File: config.mk
export PLATFORM = sky130hd
export DESIGN_NAME = icache_assoc
export DESIGN_NICKNAME = d
export VERILOG_FILES = /design/src/rtl/cpu_types_pkg.sv /design/src/rtl/icache_pkg.sv /design/src/rtl/icache_way.sv /design/src/rtl/icache_assoc.sv
export SDC_FILE = /design/constraint.sdc
export NUM_CORES = 1
export LEC_CHECK = 0
export CAP_MARGIN = 10
export CORE_ASPECT_RATIO = 1.75
export CORE_UTILIZATION = 50
export CTS_CLUSTER_DIAMETER = 120
export DETAILED_ROUTE_END_ITERATION = 12
export PLACE_DENSITY_LB_ADDON = 0.05
export SYNTH_ARGS = -nofsm -noshare
export SYNTH_HDL_FRONTEND = slang
export SYNTH_SLANG_ARGS = --single-unit
File: constraint.sdc
create_clock -name CLK -period 21 [get_ports CLK]
set_input_delay 6.3 -clock CLK [delete_from_list [all_inputs] [get_ports CLK]]
set_output_delay 6.3 -clock CLK [all_outputs]
set_load 0.005 [all_outputs]
File: src/rtl/cpu_types_pkg.sv
// Shared CPU datapath types.
//   word_t : one 32-bit machine word (instruction, data or byte address)
package cpu_types_pkg;
  typedef logic [31:0] word_t;
endpackage

File: src/rtl/icache_pkg.sv
// Instruction cache shared definitions: FSM state type, default geometry and
// helpers that derive the address field widths from the geometry.
// Address layout: {tag, idx, blkoff, 2'b00}.
package icache_pkg;
  typedef enum logic {IDLE, FILL} icache_state_t;

  localparam int DEF_WAYS     = 2;
  localparam int DEF_SETS     = 8;
  localparam int DEF_BLKWORDS = 2;

  function automatic int idx_width(input int sets);
    return $clog2(sets);
  endfunction

  // Zero when a block holds a single word.
  function automatic int blkoff_width(input int blkwords);
    return $clog2(blkwords);
  endfunction

  function automatic int tag_width(input int sets, input int blkwords);
    return 30 - idx_width(sets) - blkoff_width(blkwords);
  endfunction

  // Vector widths cannot be zero; fields that vanish keep one dummy bit.
  function automatic int min1(input int w);
    return (w < 1) ? 1 : w;
  endfunction
endpackage

File: src/rtl/icache_way.sv
// One way of the instruction cache: per-set tag, valid bit and a block of
// BLKWORDS data words.
// Ports:
//   i_clk, i_nrst            clock, synchronous active-low reset
//   i_flush                  clear every valid bit (wins over a write)
//   i_rd_idx/tag/off         lookup address fields
//   o_match, o_rdata         valid tag match at i_rd_idx, word at i_rd_off
//   i_wr_en/idx/tag/data     write a complete block and mark it valid
//   o_wr_valid               valid bit of set i_wr_idx (victim selection)
module icache_way
  import icache_pkg::*;
  import cpu_types_pkg::*;
#(
  parameter  int SETS     = DEF_SETS,
  parameter  int BLKWORDS = DEF_BLKWORDS,
  localparam int IDX_W    = idx_width(SETS),
  localparam int TAG_W    = tag_width(SETS, BLKWORDS),
  localparam int CW       = min1(blkoff_width(BLKWORDS))
) (
  input  logic             i_clk,
  input  logic             i_nrst,
  input  logic             i_flush,
  input  logic [IDX_W-1:0] i_rd_idx,
  input  logic [TAG_W-1:0] i_rd_tag,
  input  logic [CW-1:0]    i_rd_off,
  output logic             o_match,
  output word_t            o_rdata,
  input  logic             i_wr_en,
  input  logic [IDX_W-1:0] i_wr_idx,
  input  logic [TAG_W-1:0] i_wr_tag,
  input  word_t            i_wr_data [BLKWORDS],
  output logic             o_wr_valid
);
  logic [SETS-1:0]  r_valid;
  logic [TAG_W-1:0] r_tag  [SETS];
  word_t            r_data [SETS][BLKWORDS];

  always_ff @(posedge i_clk) begin
    if (!i_nrst || i_flush) begin
      r_valid <= '0;
    end else if (i_wr_en) begin
      r_valid[i_wr_idx] <= 1'b1;
    end
  end

  // Tag/data storage carries no reset; the valid bits qualify it.
  always_ff @(posedge i_clk) begin
    if (i_wr_en && i_nrst && !i_flush) begin
      r_tag[i_wr_idx] <= i_wr_tag;
      for (int b = 0; b < BLKWORDS; b++) begin
        r_data[i_wr_idx][b] <= i_wr_data[b];
      end
    end
  end

  assign o_match    = r_valid[i_rd_idx] && (r_tag[i_rd_idx] == i_rd_tag);
  assign o_rdata    = r_data[i_rd_idx][i_rd_off];
  assign o_wr_valid = r_valid[i_wr_idx];
endmodule

File: src/rtl/icache_assoc.sv
// N-way set-associative instruction cache between fetch and memory arbiter.
// Hits answer combinationally in the request cycle; a miss fills the whole
// block word by word, then the request hits on the following cycle.
// Ports:
//   CLK, nRST          clock, synchronous active-low reset
//   imemREN, imemaddr  fetch request and byte address (held until ihit)
//   iflush             invalidate all lines, abort any fill
//   ihit, imemload     fetch answer (imemload 0 when ihit=0)
//   iREN, iaddr        memory read request (iaddr 0 when iREN=0)
//   iwait, iload       memory busy / returned word
//   dbg_state          current FSM state
// Handshake: a memory word is accepted in every cycle with iREN=1 and
// iwait=0; while iwait=1 iREN and iaddr hold steady.
module icache_assoc
  import icache_pkg::*;
  import cpu_types_pkg::*;
#(
  parameter int WAYS     = DEF_WAYS,
  parameter int SETS     = DEF_SETS,
  parameter int BLKWORDS = DEF_BLKWORDS
) (
  input  logic          CLK,
  input  logic          nRST,
  input  logic          imemREN,
  input  word_t         imemaddr,
  input  logic          iflush,
  output logic          ihit,
  output word_t         imemload,
  output logic          iREN,
  output word_t         iaddr,
  input  logic          iwait,
  input  word_t         iload,
  output icache_state_t dbg_state
);
  localparam int IDX_W  = idx_width(SETS);
  localparam int BOFF_W = blkoff_width(BLKWORDS);
  localparam int TAG_W  = tag_width(SETS, BLKWORDS);
  localparam int CW     = min1(BOFF_W);
  localparam int PW     = min1($clog2(WAYS));

  icache_state_t    r_state, w_state_next;
  logic [TAG_W-1:0] r_tag;
  logic [IDX_W-1:0] r_idx;
  logic [CW-1:0]    r_cnt;
  word_t            r_buf  [BLKWORDS];
  logic [PW-1:0]    r_vptr [SETS];

  logic [TAG_W-1:0] w_tag;
  logic [IDX_W-1:0] w_idx;
  logic [CW-1:0]    w_off;
  logic             w_unused;
  logic [WAYS-1:0]  w_match, w_wr_valid, w_wr_en;
  word_t            w_rdata [WAYS];
  word_t            w_blk   [BLKWORDS];
  word_t            w_lookup, w_fill_addr;
  logic             w_any, w_hit, w_start, w_accept, w_last, w_commit;
  logic [PW-1:0]    w_victim;
  logic             w_found;

  assign w_tag    = imemaddr[31 -: TAG_W];
  assign w_idx    = imemaddr[2 + BOFF_W +: IDX_W];
  assign w_unused = ^imemaddr[1:0];

  if (BOFF_W > 0) begin : g_off
    assign w_off       = imemaddr[2 +: CW];
    assign w_fill_addr = {r_tag, r_idx, r_cnt, 2'b00};
  end else begin : g_nooff
    assign w_off       = '0;
    assign w_fill_addr = {r_tag, r_idx, 2'b00};
  end

  for (genvar g = 0; g < WAYS; g++) begin : g_way
    icache_way #(.SETS(SETS), .BLKWORDS(BLKWORDS)) u_way (
      .i_clk      (CLK),
      .i_nrst     (nRST),
      .i_flush    (iflush),
      .i_rd_idx   (w_idx),
      .i_rd_tag   (w_tag),
      .i_rd_off   (w_off),
      .o_match    (w_match[g]),
      .o_rdata    (w_rdata[g]),
      .i_wr_en    (w_wr_en[g]),
      .i_wr_idx   (r_idx),
      .i_wr_tag   (r_tag),
      .i_wr_data  (w_blk),
      .o_wr_valid (w_wr_valid[g])
    );
  end

  // At most one way matches, so OR-ing the qualified words is the mux.
  always_comb begin
    w_lookup = '0;
    for (int w = 0; w < WAYS; w++) begin
      if (w_match[w]) w_lookup = w_lookup | w_rdata[w];
    end
  end

  assign w_any    = |w_match;
  assign w_hit    = (r_state == IDLE) && imemREN && w_any && !iflush;
  assign w_start  = (r_state == IDLE) && imemREN && !w_any && !iflush;
  assign w_accept = (r_state == FILL) && !iwait;
  assign w_last   = w_accept && (r_cnt == CW'(BLKWORDS - 1));
  assign w_commit = w_last && !iflush;

  // The final word bypasses the buffer so the block commits on that edge.
  always_comb begin
    for (int b = 0; b < BLKWORDS; b++) begin
      w_blk[b] = (b == BLKWORDS - 1) ? iload : r_buf[b];
    end
  end

  // Victim: lowest invalid way, otherwise the set's round-robin pointer.
  always_comb begin
    w_victim = r_vptr[r_idx];
    w_found  = 1'b0;
    for (int w = 0; w < WAYS; w++) begin
      if (!w_found && !w_wr_valid[w]) begin
        w_victim = PW'(w);
        w_found  = 1'b1;
      end
    end
    w_wr_en = '0;
    for (int w = 0; w < WAYS; w++) begin
      w_wr_en[w] = w_commit && (w_victim == PW'(w));
    end
  end

  always_comb begin
    w_state_next = r_state;
    case (r_state)
      IDLE: if (w_start) w_state_next = FILL;
      FILL: if (iflush || w_last) w_state_next = IDLE;
      default: w_state_next = IDLE;
    endcase
  end

  always_ff @(posedge CLK) begin
    if (!nRST) r_state <= IDLE;
    else       r_state <= w_state_next;
  end

  always_ff @(posedge CLK) begin
    if (!nRST) begin
      r_tag <= '0;
      r_idx <= '0;
      r_cnt <= '0;
      for (int s = 0; s < SETS; s++) r_vptr[s] <= '0;
    end else begin
      if (w_start) begin
        r_tag <= w_tag;
        r_idx <= w_idx;
        r_cnt <= '0;
      end else if (w_accept) begin
        r_cnt <= r_cnt + CW'(1);
      end
      // Pointer width is log2(WAYS), so the increment wraps modulo WAYS.
      if (w_commit && (WAYS > 1)) r_vptr[r_idx] <= r_vptr[r_idx] + PW'(1);
    end
  end

  always_ff @(posedge CLK) begin
    if (w_accept) r_buf[r_cnt] <= iload;
  end

  assign ihit      = w_hit;
  assign imemload  = w_hit ? w_lookup : '0;
  assign iREN      = (r_state == FILL);
  assign iaddr     = iREN ? w_fill_addr : '0;
  assign dbg_state = r_state;
endmodule

# ---- Word level (Yosys, flattened, before mapping)
# Memory sizes are Yosys's and may differ from the RTL's. A register that Yosys moved wholly into a read port is not among the register bits.
# Index checks and enable logic that the tools add are counted.
dict set report word_totals {
  reg_bits 47
  ramBits 1512
  in_bits 69
  elab_cells 95
  memories 6
  output_inout_bits 67
}
# name depth width rd rd_ports_with_merged_regs wr line
set mem_list {}
lappend mem_list {{g_way[0].u_way.r_data} 8 64 1 0 1 icache_way.sv:36} ;# word_t r_data [SETS][BLKWORDS];
lappend mem_list {{g_way[1].u_way.r_data} 8 64 1 0 1 icache_way.sv:36}
lappend mem_list {{g_way[0].u_way.r_tag} 8 26 1 0 1 icache_way.sv:35} ;# logic [TAG_W-1:0] r_tag [SETS];
lappend mem_list {{g_way[1].u_way.r_tag} 8 26 1 0 1 icache_way.sv:35}
lappend mem_list {r_buf 2 32 1 0 1 icache_assoc.sv:45} ;# word_t r_buf [BLKWORDS];
lappend mem_list {r_vptr 8 1 1 1 8 icache_assoc.sv:46} ;# logic [PW-1:0] r_vptr [SETS];
dict set report classes {
  bitwise 7
  n_reduce_logical 28
  eq_ne 2
  n_addsub 2
  magnitude_cmp 4
  muxes 40
}
# cell n
set op_table {}
lappend op_table {{2-to-1 mux 32 bit} 10}
lappend op_table {{equality test 26 bit} 2}
lappend op_table {{OR 32 bit} 1}
lappend op_table {{2-to-1 mux 1 bit} 21}
lappend op_table {{logical AND 1 bit} 18}
lappend op_table {{OR 8 bit} 2}
lappend op_table {{binary-select mux 1 bit (select 3 bit)} 4}
lappend op_table {{2-to-1 mux 3 bit} 3}
lappend op_table {{< comparator 3 x 4 -> 1 bit, second input constant} 2}
lappend op_table {{logical NOT 1 bit} 5}
lappend op_table {{OR reduction 2 bit} 2}
lappend op_table {{demux 1 bit (select 3 bit)} 1}
lappend op_table {{greater-or-equal comparator 3 x 1 -> 1 bit, second input constant} 1}
lappend op_table {{inverter 1 bit} 3}
lappend op_table {{adder 1 bit, second input constant} 2}
lappend op_table {{greater-or-equal comparator 2 bit, second input constant} 1}
lappend op_table {{logical OR 1 bit} 2}
lappend op_table {{inverter 1 -> 2 bit} 1}
lappend op_table {{one-hot mux 1 bit (2 select lines)} 1}
lappend op_table {{OR reduction 1 bit} 1}

# ---- Longest topological paths before layout
dict set report depth {
  ltp_word 11
  mapped_depth 14
  mapped_depth_nobuf 8
}

# ---- Cells and area by module
# Synthesis repeated with hierarchy kept, for this count alone.
dict set report hier_totals {
  cells_unflattened 2590
  area_unflattened_um2 58865.2
}
# mod instances area_per_inst_um2 seq_area_each_um2 cells_per_inst
set modules_own_cells {}
lappend modules_own_cells {{icache_way (g_way[0].u_way)} 1 27784.1 21780.9 1153}
lappend modules_own_cells {{icache_way (g_way[1].u_way)} 1 27700.3 21780.9 1096}
lappend modules_own_cells {icache_assoc 1 3380.7 1801.7 341}

# ---- Least setup slack after synthesis
# OpenSTA, ideal clock, no wires.
dict set report synth_timing {
  path_type {input -> output}
  startpoint {input port imemaddr[4]}
  endpoint {output port imemload[0]}
  required_ns 14.700
  n_path_buf 7
  stages 12
  slack_ns 5.982
  arrival_ns 8.718
  cell_sequence {buf_4 buf_6 buf_6 buf_4 buf_2 clkbuf_1 buf_2 mux4_2 mux4_2 inv_1 o22ai_1 and2_1}
}
dict set report synth_between {
  elab_chain_len 8
  word_cells_on_any_way 25
  classes_between {eq/ne: 2; mux: 13; bitwise: 1; reduce/logical: 5; memory: 4}
}
# item line
set synth_rtl {}
lappend synth_rtl {{from (decl)} icache_assoc.sv:25} ;# input word_t imemaddr,
lappend synth_rtl {{branches (longest 7 deep; another with memory read (8 x 26 bit))} --}
lappend synth_rtl {{2-to-1 mux 32 bit *} icache_assoc.sv:166} ;# assign imemload = w_hit ? w_lookup : '0;
lappend synth_rtl {{to (decl)} icache_assoc.sv:28} ;# output word_t imemload,
# Mark *: on every way between the ends. The select of a mux whose other input is x is not followed.

# ---- Final worst setup path
dict set report layout_timing {
  startpoint {input port imemaddr[3]}
  endpoint {output port imemload[8]}
}
# Same word-level chain as after synthesis.

==> impl_metrics.json <==
{
  "ys_seq_elements": 1530,
  "required_ps": 14700,
  "fp-row-count": 166,
  "post_cts_buffers": 0,
  "remaining_drc_errors": 0,
  "area_growth_pct": 12.8,
  "p_sw_mw": 1.24,
  "place_ws_ps": 2800,
  "cts.path.max_buffers": 3,
  "p_seq_frac": 0.544,
  "hpwl_um": 69200,
  "cellLeakagePower_nw": 21.8,
  "slew_viol_final": 0,
  "hold_ws_ps": 487,
  "hold_path.class": "reg2reg",
  "io_pins": 136,
  "post-route-period-util": 0.853,
  "rsz0062_at_grt": "false",
  "max_slew_margin": 0.263,
  "final_cell_mix": "1472 x edfxtp_1, 389 x mux4_2, 151 x clkbuf_16",
  "p_comb_frac": 0.038,
  "routabilityCongestion": 0.745,
  "grt_pass1_vias": 29500,
  "place_inst": 4243,
  "grt_pass1_wl_um": 199000,
  "async_flop_share": 0,
  "die_w_um": 262,
  "syn-cell-area_um2": 59200,
  "fin_crit_ps": 17920,
  "synth_cells": 2691,
  "clock_skew_ps": 27.7,
  "setup-violations-final": 0,
  "p_int_mw": 4.92,
  "die_height_um": 457,
  "clock_tree.root_cell": "clkbuf_16",
  "cts.sinks": 1530,
  "port_buffers": 131,
  "p_sw_frac": 0.202,
  "synthDistinctLibCells": 51,
  "initial_core_util": 0.505,
  "synth_top_flop_cell": "edfxtp_1",
  "arrival_ps": 11620,
  "outcome": "completed",
  "wl_per_cell_um": 30.3,
  "ir_drop_mv": 0.0755,
  "wirelength_um": 136000,
  "yosysSeqAreaShare": 0.766,
  "groute.usage.overall": 0.235,
  "ant_nets": 0,
  "num_vias": 27200,
  "viasPerCell": 6.05,
  "finalNonFillerCells": 4502,
  "die_area_um2": 120000,
  "fin_setup_tns_ps": 0,
  "coreArea_um2": 117000,
  "grt_max_degree": 113,
  "max_freq_mhz": 55.8,
  "crit_type": "in2out",
  "cts_resized": 0,
  "nets": 2942,
  "cap_violations": 0,
  "drtPass1Iterations": 7,
  "drtIter0Drc": 2221,
  "insertion_delay_ps": 760,
  "avgSynthCellArea_um2": 22.0,
  "grt_overflow": 0,
  "hold_viol": 0,
  "end_kind": "primary output",
  "clk_pin_slew_ps": 60,
  "worst_pin_slew_ps": 1100,
  "p_clk_frac": 0.418,
  "cts_buffers": 140,
  "fin_ws_ps": 3080,
  "layout_commonest_cell": "edfxtp_1",
  "crit_path_max_fanout": 65,
  "cts_tree": "done",
  "final_layout_size_suffix_gt1_frac": 0.228,
  "synth_warnings": 0,
  "cp-start-kind": "input pin",
  "h-tree-depth": 4,
  "cts_hold_buf": 0,
  "synth_edf_count": 1472,
  "fill_cells": 8686,
  "p_per_area_nw_per_um2": 92.2,
  "antenna_found_initial": 13
}
-- final cells by class --
cell class / count / area, µm² / area share
multi-input combinational: 952 / 12900 / 0.193
antenna: 1 / 2.50 / 0.0000375
clock inverter: 72 / 643 / 0.00963
inverter: 68 / 255 / 0.00382
clock buffer: 186 / 3990 / 0.0597
timing repair buffer: 181 / 1770 / 0.0265
tap: 1512 / 1890 / 0.0283
sequential: 1530 / 45400 / 0.679
-- critical path, stage by stage --
cell and delay (ps):
buf_8 550, buf_4 730, mux4_1 630, mux2i_1 240, xnor2_1 110, nor2_1 340
nand4_1 150, or4_2 720, buf_4 430, o22ai_1 590, and2_1 220, clkdlybuf4s50_1 510
-- final timing paths --
check / startpoint / end / slack, ps / cells after the start
max: imemaddr[3] / imemload[8] / 3080 / 12
min: r_vptr[0] / r_vptr[0] / 490 / 2
max reg2reg: dbg_state / g_way[0].u_way.r_data[7][11] / 16080 / 7
min reg2reg: r_vptr[0] / r_vptr[0] / 490 / 2
-- sequential cells by signal (all words and copies together), names as in the netlist, named ones only --
name and flops:
dbg_state 1, g_way.u_way.r_data 1024, g_way.u_way.r_tag 416, g_way.u_way.r_valid 16
r_buf 32, r_cnt 1, r_idx 3, r_tag 26
r_vptr 8
-- routing by layer --
layer	share of wire	wire (µm)	global-route usage
met1	0.39	53600	0.296
met2	0.54	73500	0.415
met3	0.044	5940	0.0399
met4	0.025	3380	0.0662
met5	0.00086	117	0
-- synth_stat cells (10+ instances only) --
| library cell | number | area, µm² |
|---|---|---|
| a21oi_1 | 28 | 140 |
| a22oi_1 | 35 | 263 |
| xnor2_1 | 11 | 96.3 |
| nor2_1 | 37 | 139 |
| o22ai_1 | 32 | 200 |
| buf_6 | 12 | 135 |
| mux4_2 | 389 | 8760 |
| dfxtp_1 | 58 | 1160 |
| nand4_1 | 11 | 68.8 |
| and3_1 | 11 | 68.8 |
| edfxtp_1 | 1472 | 44200 |
| o21ai_0 | 10 | 50.1 |
| inv_1 | 68 | 255 |
| nand2_1 | 83 | 312 |
| nand3_1 | 18 | 90.1 |
| xor2_1 | 24 | 210 |
| mux2i_1 | 139 | 1390 |
| and2_1 | 63 | 394 |
| clkbuf_1 | 34 | 128 |
| buf_2 | 70 | 350 |
| buf_4 | 17 | 128 |
-- kinds of logic (layout without fill, tap and decap cells) --
group                  count (synthesis)  in the layout  share of synthesized area
AO/OA/AOI/OAI                        128            128                     0.0142
XOR/XNOR                              35             35                    0.00518
buffers and inverters                210            507                     0.0185
flip-flops                          1530           1530                      0.766
multiplexers                         534            534                      0.174
other                                  1              3                  0.0000633
AND/OR/NAND/NOR                      253            253                     0.0220
-- metrics by stage --
step                power [mW]   util  area, µm²
global route              6.34  0.570      66800
global placement          3.65  0.531      62200
CTS                       6.23  0.570      66800
floorplan                 3.58      -      59200
finish                    6.16  0.570      66800
detailed placement        3.66  0.531      62200
-- power groups by stage --
stage | sequential (mW) | combinational, mW | clock, mW
2_1_floorplan | 3.41 | 0.164 | 0
3_3_place_gp | 3.42 | 0.237 | 0
3_5_place_dp | 3.42 | 0.239 | 0
4_1_cts | 3.35 | 0.240 | 2.63
5_1_grt | 3.35 | 0.252 | 2.73
6_report | 3.35 | 0.234 | 2.57
No activity file was read; power rests on OpenSTA's default activity.
